--- src/rtl/pulse_measure.sv ---
// pulse_measure: measures the width, in clk cycles, of each high pulse on a
// synchronous input and classifies it as valid, runt or overlong.
//
// Ports:
//   clk      clock, all logic on posedge
//   i_reset  synchronous reset, active-high
//   i_x      pulse input, synchronous to clk (no synchroniser)
//   o_valid  one-cycle strobe: accepted pulse completed, o_width valid
//   o_runt   one-cycle strobe: pulse shorter than MIN_WIDTH completed
//   o_long   one-cycle strobe: pulse exceeded MAX_WIDTH
//   o_width  width of last completed valid or runt pulse; holds between strobes
//   o_busy   high while a pulse is being measured
module pulse_measure #(
  parameter int unsigned CNT_W     = 8,
  parameter int unsigned MIN_WIDTH = 1,
  parameter int unsigned MAX_WIDTH = 200
) (
  input  logic             clk,
  input  logic             i_reset,
  input  logic             i_x,
  output logic             o_valid,
  output logic             o_runt,
  output logic             o_long,
  output logic [CNT_W-1:0] o_width,
  output logic             o_busy
);

  if (MIN_WIDTH < 1 || MIN_WIDTH > MAX_WIDTH || 64'(MAX_WIDTH) >= (64'd1 << CNT_W))
  begin : g_bad_params
    $error("pulse_measure: need 1 <= MIN_WIDTH <= MAX_WIDTH < 2**CNT_W");
  end

  localparam logic [1:0] StWaitLow  = 2'd0;
  localparam logic [1:0] StIdle     = 2'd1;
  localparam logic [1:0] StMeasure  = 2'd2;
  localparam logic [1:0] StOverlong = 2'd3;

  localparam logic [CNT_W-1:0] MinCnt = CNT_W'(MIN_WIDTH);
  localparam logic [CNT_W-1:0] MaxCnt = CNT_W'(MAX_WIDTH);

  logic [1:0]       state_q, state_d;
  logic [CNT_W-1:0] cnt_q, cnt_d;
  logic [CNT_W-1:0] width_q, width_d;
  logic             valid_q, valid_d;
  logic             runt_q, runt_d;
  logic             long_q, long_d;

  always_comb begin
    state_d = state_q;
    cnt_d   = cnt_q;
    width_d = width_q;
    valid_d = 1'b0;
    runt_d  = 1'b0;
    long_d  = 1'b0;
    case (state_q)
      // A pulse already high when reset releases is never measured.
      StWaitLow: begin
        if (!i_x) state_d = StIdle;
      end
      StIdle: begin
        if (i_x) begin
          state_d = StMeasure;
          cnt_d   = CNT_W'(1);
        end
      end
      StMeasure: begin
        if (i_x) begin
          if (cnt_q < MaxCnt) begin
            cnt_d = cnt_q + CNT_W'(1);
          end else begin
            // Counter stays saturated at MAX_WIDTH; the fall is then silent.
            state_d = StOverlong;
            long_d  = 1'b1;
          end
        end else begin
          state_d = StIdle;
          width_d = cnt_q;
          if (cnt_q >= MinCnt) valid_d = 1'b1;
          else                 runt_d  = 1'b1;
        end
      end
      StOverlong: begin
        if (!i_x) state_d = StIdle;
      end
      default: state_d = StWaitLow;
    endcase
  end

  always_ff @(posedge clk) begin
    if (i_reset) begin
      state_q <= StWaitLow;
      cnt_q   <= '0;
      width_q <= '0;
      valid_q <= 1'b0;
      runt_q  <= 1'b0;
      long_q  <= 1'b0;
    end else begin
      state_q <= state_d;
      cnt_q   <= cnt_d;
      width_q <= width_d;
      valid_q <= valid_d;
      runt_q  <= runt_d;
      long_q  <= long_d;
    end
  end

  assign o_valid = valid_q;
  assign o_runt  = runt_q;
  assign o_long  = long_q;
  assign o_width = width_q;
  assign o_busy  = (state_q == StMeasure);

endmodule

--- config.mk ---
export PLATFORM = sky130hd
export DESIGN_NAME = pulse_measure
export DESIGN_NICKNAME = d
export VERILOG_FILES = /design/src/rtl/pulse_measure.sv
export SDC_FILE = /design/constraint.sdc
export NUM_CORES = 1
export LEC_CHECK = 0
export BUFFER_PORTS_ARGS = -buffer_cell sky130_fd_sc_hd__buf_2
export CELL_PAD_IN_SITES_DETAIL_PLACEMENT = 0
export CELL_PAD_IN_SITES_GLOBAL_PLACEMENT = 1
export CORE_MARGIN = 4
export CORE_UTILIZATION = 34
export DETAILED_ROUTE_END_ITERATION = 6
export PLACE_DENSITY_LB_ADDON = 0.1
export SLEW_MARGIN = 10
export SYNTH_ARGS = -nofsm -noshare
export SYNTH_HDL_FRONTEND = slang
export SYNTH_SLANG_ARGS = --single-unit
--- constraint.sdc ---
create_clock -name clk -period 1.45 [get_ports clk]
set_input_delay 0.2175 -clock clk [delete_from_list [all_inputs] [get_ports clk]]
set_output_delay 0.2175 -clock clk [all_outputs]
set_load 0.02 [all_outputs]
* Word level (Yosys, flattened, before mapping)
Index checks and enable logic that the tools add are counted.
** Storage, ports and cells
- Bits in registers :: 21
- Bits of input ports :: 3
- Output and inout bits :: 12
- Word-level logic and storage cells :: 39
** Cells by class
- $add $sub $neg :: 1
- $lt $le $gt $ge :: 2
- Equality and inequality tests :: 8
- Multiplexer cells :: 12
- Bitwise gates (word level) :: 2
- Reductions and logical operators :: 8
** Operators with widths (count)
- 2-to-1 mux 8 bit :: 3
- case mux 8 bit (2 select lines) :: 1
- adder 8 x 1 -> 8 bit (second input constant) :: 1
- >= comparator 8 x 1 -> 1 bit (second input constant) :: 1
- < comparator 8 bit (second input constant) :: 1
- 2-to-1 mux 2 bit :: 4
- != test 2 bit (second input constant) :: 3
- case mux 2 bit (3 select lines) :: 1
- OR reduction 3 bit :: 2
- == test 2 bit (second input constant) :: 2
- AND reduction 4 bit :: 1
- 2-to-1 mux 1 bit :: 3
- != test 3 bit (second input constant) :: 1
- AND reduction 3 bit :: 1
- == test 2 x 1 -> 1 bit (second input constant) :: 1
- zero test 2 bit :: 1
- != test 2 x 1 -> 1 bit (second input constant) :: 1
- inverter 1 bit :: 2
- AND reduction 2 bit :: 1
- nonzero test 2 bit :: 1
- OR reduction 2 bit :: 1

* Logic depth before layout (Yosys ltp)
Gate-level depths: netlist (run 1).
- Depth in word-level cells :: 4
- Mapped depth :: 6
- Depth with buffers taken out :: 6

* Worst setup path before layout (run 1)
No wires, ideal clock.
- Kind :: reg-to-reg
- Start point :: reg state_q[0]
- End point :: reg cnt_q[6]
- Setup time :: 0.070 ns
- Arrival :: 1.566 ns
- Required time :: 1.380 ns
- Setup slack :: -0.186 ns
- Stages on the path, launching flop included :: 7
- Buffers on the path :: 0
- Period minus slack after synthesis :: 1.636 ns
- Path through :: dfxtp_1 > inv_1 > ha_1 > o21ai_0 > a21o_1 > or3_1 > a21oi_1
** Between the ends
- Longest elaborated chain between the ends :: 3
- Elaborated cells on any way between the ends :: 8
- Those cells by class :: eq/ne (5); mux (1); reduce/logical (2)
** RTL lines
- from (decl) :: line 41 : logic [1:0] state_q, state_d;
- from (signal assigned) :: line 91 : state_q <= StWaitLow;
- from (signal assigned) :: line 98 : state_q <= state_d;
- == test 2 bit (*)
- via o_busy :: line 25 : output logic o_busy
- != test 2 x 1 -> 1 bit (no source line) (tied with other cells)
- AND reduction 4 bit (no source line)
- to (signal assigned) :: line 99 : cnt_q <= cnt_d;
- to (decl) :: line 42 : logic [CNT_W-1:0] cnt_q, cnt_d;
Mark *: on every way through the listed nets, which the timed path passes. The rest lies on a longest branch.
A chain may end at the register's enable or synchronous reset.

* Worst setup path in the final report (run 1)
- Start point :: reg cnt_q[5]
- End point :: reg cnt_q[6]
** Between the ends
- Longest elaborated chain between the ends :: 4
- Elaborated cells on any way between the ends :: 7
- Those cells by class :: add/sub (1); order compare (1); eq/ne (1); mux (3); reduce/logical (1)
** RTL lines
- adder 8 x 1 -> 8 bit :: line 69 : cnt_d = cnt_q + CNT_W'(1);
- 2-to-1 mux 8 bit :: line 68 : if (cnt_q < MaxCnt) begin
- 2-to-1 mux 8 bit :: line 67 : if (i_x) begin
- case mux 8 bit (2 select lines) :: line 55 : case (state_q)
Parallel ways exist; a longest one is shown, timed or not. The select of a mux whose other input is x is not followed.

==> results of run 1 <==
kinds of logic (layout without fill, tap and decap cells):
family,count (synthesis),count (layout),share of synthesized area [%]
simple gates,41,41,19.75
buf+inv,13,45,5.697
compound gates,33,33,23.55
xor+xnor,1,1,0.8862
flops,21,21,42.53
fa+ha+maj,6,6,7.595
flip-flops by register name, summed over array words and instances, names as in the netlist:
signal and flops:
state_q 2, o_valid 1, o_runt 1, o_width 8, cnt_q 8, o_long 1
cells in the mapped netlist, types with 2 or more instances:
| cell | n |
|---|---|
| o21ai_0 | 4 |
| dfxtp_1 | 21 |
| and3_1 | 5 |
| a41oi_1 | 2 |
| nor3_1 | 3 |
| a31o_2 | 2 |
| a311oi_1 | 2 |
| ha_1 | 6 |
| nor2_1 | 4 |
| a21oi_1 | 15 |
| nand3_1 | 3 |
| nand2_1 | 19 |
| clkbuf_1 | 5 |
| nand2b_1 | 2 |
| inv_1 | 7 |
final timing paths:
kind,start,to,slack (ns)
max,cnt_q[5],cnt_q[6],-0.03
min,i_reset,o_long,0.16
max reg2reg,cnt_q[5],cnt_q[6],-0.03
min reg2reg,o_width[0],o_width[0],0.46
timing repair:
item                                    4_1_cts  5_1_grt
buffers inserted                              3        3
gates resized for setup                       8       13
pin swaps                                     1        2
endpoints found under the setup margin        5       16
layer usage:
layer | up-vias | track usage, % | share of wire [%] | wire length, um
li1 | 475 | - | - | -
met1 | 417 | 17.00 | 48 | 1078
met2 | 13 | 21.97 | 47 | 1046
met3 | 2 | 3.719 | 4.4 | 98
met4 | 0 | 3.636 | 0.85 | 19
met5 | - | 0 | 0 | 0
worst max-delay path, cell delays in order (launching register included):
cell     delay, ns
dfxtp_4       0.36
o311a_4       0.39
a21o_1        0.18
or3_1         0.36
a21oi_2       0.12
power by group:
part           switching, mW  total (mW)  internal (mW)
sequential            0.0299       0.642          0.612
clock                  0.191       0.295          0.103
combinational          0.293       0.576          0.283
per-stage QoR:
stage                     cells  setup WS, ns
after floorplan             115     -0.007442
after global placement      168       0.02825
after detailed placement    168      -0.03030
after CTS                   175      -0.01689
after global routing        178      -0.09536
final                       178      -0.02617
cell type report:
type                            count  share of cell area (%)
Multi-Input combinational cell     81                   42.99
Sequential cell                    21                   32.46
Timing Repair Buffer               34                   17.59
Tap cell                           31                   2.916
Inverter                            7                   1.976
Clock buffer                        3                   1.693
Clock inverter                      1                  0.3763
==> impl_metrics.toml, run 1 <==
[final_layout]
syn_to_final_growth_pct = 34.56
fillCellCount = 274
final_util_pct = 48.23
final_common_cell = "nand2_1"
finalInstanceArea_um2 = 1330
diodes = 0
nNetsFinal = 157
drive_above_1_share_pct = 37.41
regArea_um2 = 431.7
multi_input_area_um2 = 571.8
final_cell_mix = "nand2_1, buf_4, dfxtp_1, a21oi_1, buf_2"

[pwr]
ir_drop_uv = 1065
power_density_nw_per_um2 = 1138
p_total_mw = 1.513
p_leak_nw = 0.5484

[cts]
cts_buffers = 3
cts_root_buf = "clkbuf_4"
clkSinkCount = 21
clockBufferDepth = 2
cts_max_level = 1
insertion_delay_ns = 0.31
ctsHoldBuffers = 0
clkTransAtPathRegs_ns = 0.12
cts_tree = "built"

[timing]
min_period_ns = 1.476
final-setup-viol-count = 1
setup_tns_ns = -0.02617
fmax_mhz = 677.4
hold_viol_final = 0
fin_crit_sh_pct = 101.8
fin_worst_skew_ns = 0.002388
max_slew_margin_pct = 77.86
tightest_slew_ns = 0.3306
setup_ws_ns = -0.02617
slew_violations = 0
rsz0062_at_grt = "true"
whs_ns = 0.1590

[routing]
drt_iter0_markers = 22
vias = 907
drc = 0
dr.pass1.iters = 4
vias_per_cell = 5.096
wl_per_cell_um = 12.60
drt-total-wl_um = 2242
postRouteAntennaNets = 0

[logic_synthesis]
netlist_area_um2 = 988.4
synth-main-ff-cell = "dfxtp_1"
synth_edf_count = 0
yosysSeqAreaShare_pct = 42.53
syn_inst = 115
ys_ff_latch = 21
ys_async_sr_fraction_pct = 0
synthTopCellsByArea = "dfxtp_1, a21oi_1, ha_1"
yosysTopAreaCellShare_pct = 42.53
syn_avg_cell_area_um2 = 8.595
synth_area_leader_cell = "dfxtp_1"
yosysWarnings = 0
ys_types = 30
syn-num-nets = 124

[worst_setup_path]
path_class = "reg -> reg"
required_ns = 1.71
end_kind = "register"
startpoint_type = "register"
ff2ff_path_depth = 4
arrival_ns = 1.73
crit_path_max_fanout = 3

[grt]
grt_max_degree = 13
antenna_found_initial = 0
grt_usage_pct = 13.31
first_global_vias = 847
grt_overflow_total = 0
grt_pass1_wl_um = 3781

[placed_design]
hpwl_um = 1735
numPortBuffers = 14
dpl-instance-area_um2 = 1189
globalplace.congestion = 0.8184

[die]
std_cell_rows = 19
die_w_um = 61.92
core-area_um2 = 2758
die-area_um2 = 3834
die_h_um = 61.92
io_pins = 15
initial_core_util_pct = 35.84

[run_status]
outcome = "finished with violations"
violations = "negative setup slack"

[flow_run]
cap_violations = 0

[worst_hold_path]
hold_path_depth = 2
worstHoldPathType = "in -> reg"
Power figures use the tool's default switching activity.
==> inputs of run 2 (changes only) <==
- SETUP_SLACK_MARGIN: unset -> 0.02
==> run 2 against run 1 <==
  * The run still ends with negative setup slack left
  * Sequential share of layout area is essentially flat
  * Register-to-register slack is essentially flat
  * Fmax barely moved
  * Non-clock buffer count stayed put
  * Sequential power grew 0.8%
  * Critical path type unchanged
  * Critical endpoint unchanged
  * Highest routed layer unchanged
==> impl_metrics.toml, run 2 (synthesis gave the netlist of run 1 again) <==
[worst_setup_path]
arrival_ns = 1.73
required_ns = 1.71
path_class = "reg -> reg"
end_kind = "register"
startpoint_type = "register"
r2r_start = "cnt_q[5]"
critPathTopFamily = "compound AO/OA/AOI/OAI gates"
cp_num_buf_inv = 0
crit_slowest_cell = "o311a_4"
ff2ff_path_depth = 4
cp_cell_sequence = "o311a_4 -> a21o_1 -> or3_1 -> a21oi_2"
crit_cells = 4
worstSetupEndpoint = "cnt_q[6]"
crit_path_max_fanout = 3
r2r-end = "cnt_q[6]"
critPathLaunch = "cnt_q[5]"
r2r_slack_ns = -0.03
slowest_delay_ns = 0.39

[pwr]
power_frac_seq_pct = 42.3
p_leak_nw = 0.5513
sw_frac_of_total_pct = 34.16
power.share.clock_pct = 19.4
p_total_mw = 1.528
combPwrFrac_pct = 38.3
p_switching_mw = 0.5218
p_int_mw = 1.006
power_density_nw_per_um2 = 1140
ir_drop_uv = 1065

[worst_hold_path]
worstHoldPathType = "in -> reg"

[cts]
insertion_delay_ns = 0.31
clkTransAtPathRegs_ns = 0.12
cts_max_level = 1
clkSinkCount = 21
cts_buffers = 3
cts_tree = "built"
cts_root_buf = "clkbuf_4"
clockBufferDepth = 2

[final_layout]
diodes = 0
drive_above_1_share_pct = 39.46
syn_to_final_growth_pct = 35.57
final_cell_mix = "nand2_1, buf_4, dfxtp_1, a21oi_1, buf_2"
layout.cells.non_filler = 178
nNetsFinal = 157
fillCellCount = 270

[routing]
vias_per_cell = 5.118
vias = 911
wl_met2_um = 1061
drc = 0
wl_met3_um = 84
drt_iter0_markers = 16
wl_per_cell_um = 12.63
dr.pass1.iters = 4
drt-total-wl_um = 2249
top_layer = "met4"
wl_met1_um = 1085
postRouteAntennaNets = 0

[die]
die-area_um2 = 3834
io_pins = 15
core-area_um2 = 2758
die_h_um = 61.92
initial_core_util_pct = 35.84
std_cell_rows = 19
die_w_um = 61.92

[timing]
min_period_ns = 1.476
max_slew_margin_pct = 78.06
setup_ws_ns = -0.02594
tightest_slew_ns = 0.3291
fin_crit_sh_pct = 101.8
slew_violations = 0
fmax_mhz = 677.5
final-setup-viol-count = 1
fin_worst_skew_ns = 0.0009541
hold_viol_final = 0
rsz0062_at_grt = "true"

[grt]
grt_max_degree = 13
first_global_vias = 843
grt_usage_pct = 13.31
antenna_found_initial = 0
grt_overflow_total = 0
grt_pass1_wl_um = 3781

[placed_design]
hpwl_um = 1735
numPortBuffers = 14
globalplace.congestion = 0.8184
dpl.cell_count = 168

[flow_run]
cap_violations = 0

[run_status]
violations = "negative setup slack"
outcome = "finished with violations"
[run 2: metrics by stage]
stage          util (%)  setup TNS [ns]  cell area [um2]  hold slack (ns)  worst slack, ns
3_5_place_dp      43.10        -0.03030             1189           0.4437         -0.03030
6_report          48.59        -0.02594             1340           0.1670         -0.02594
4_1_cts           45.60        -0.01689             1257           0.1512         -0.01689
5_1_grt           48.59         -0.1526             1340           0.1496         -0.09189
3_3_place_gp      43.10               0             1189           0.4402          0.02825
2_1_floorplan         -       -0.007442             1006           0.2949        -0.007442
[run 2: what timing repair did]
item,4_1_cts,5_1_grt
hold buffers,0,0
pin swaps,2,3
setup buffers,3,3
gates resized for setup,10,15
setup endpoints to repair,7,16
[run 2: worst register-to-register path, delay by kind of cell (launching register included)]
| kind | cells | cell delay [ns] |
|---|---|---|
| AO/OA/AOI/OAI | 3 | 0.69 |
| flip-flops | 1 | 0.36 |
| AND/OR/NAND/NOR | 1 | 0.36 |
[run 2: worst min-delay path by stage]
stage               startpoint          to  slack (ns)  depth (start not counted)
floorplan              i_reset      o_long        0.29                          1
detailed placement  o_width[2]  o_width[2]        0.44                          2
finish                 i_reset      o_long        0.17                          2
CTS                    i_reset      o_long        0.15                          2
global placement    o_width[4]  o_width[4]        0.44                          2
global route           i_reset      o_long        0.15                          2
[run 2: area by class of cell]
type                            instances  area [um2]  area share (%)
Sequential cell                        21       435.4           32.49
Multi-Input combinational cell         81       581.8           43.42
Tap cell                               31       38.79           2.894
Inverter                                7       26.28           1.961
Clock inverter                          1       5.005          0.3735
Timing Repair Buffer                   34       230.2           17.18
Clock buffer                            3       22.52           1.681
[run 2: power groups by stage]
stage	Clock (mW)	Sequential, mW	Combinational [mW]
4_1_cts	0.307	0.639	0.515
6_report	0.296	0.647	0.585
3_3_place_gp	0	0.647	0.484
5_1_grt	0.340	0.654	0.658
3_5_place_dp	0	0.647	0.496
2_1_floorplan	0	0.660	0.321
[run 2: metal layers]
| metal | GRT usage [%] | vias up |
|---|---|---|
| li1 | - | 477 |
| met1 | 17.00 | 421 |
| met2 | 21.97 | 11 |
| met3 | 3.719 | 2 |
| met4 | 3.636 | 0 |
| met5 | 0 | - |
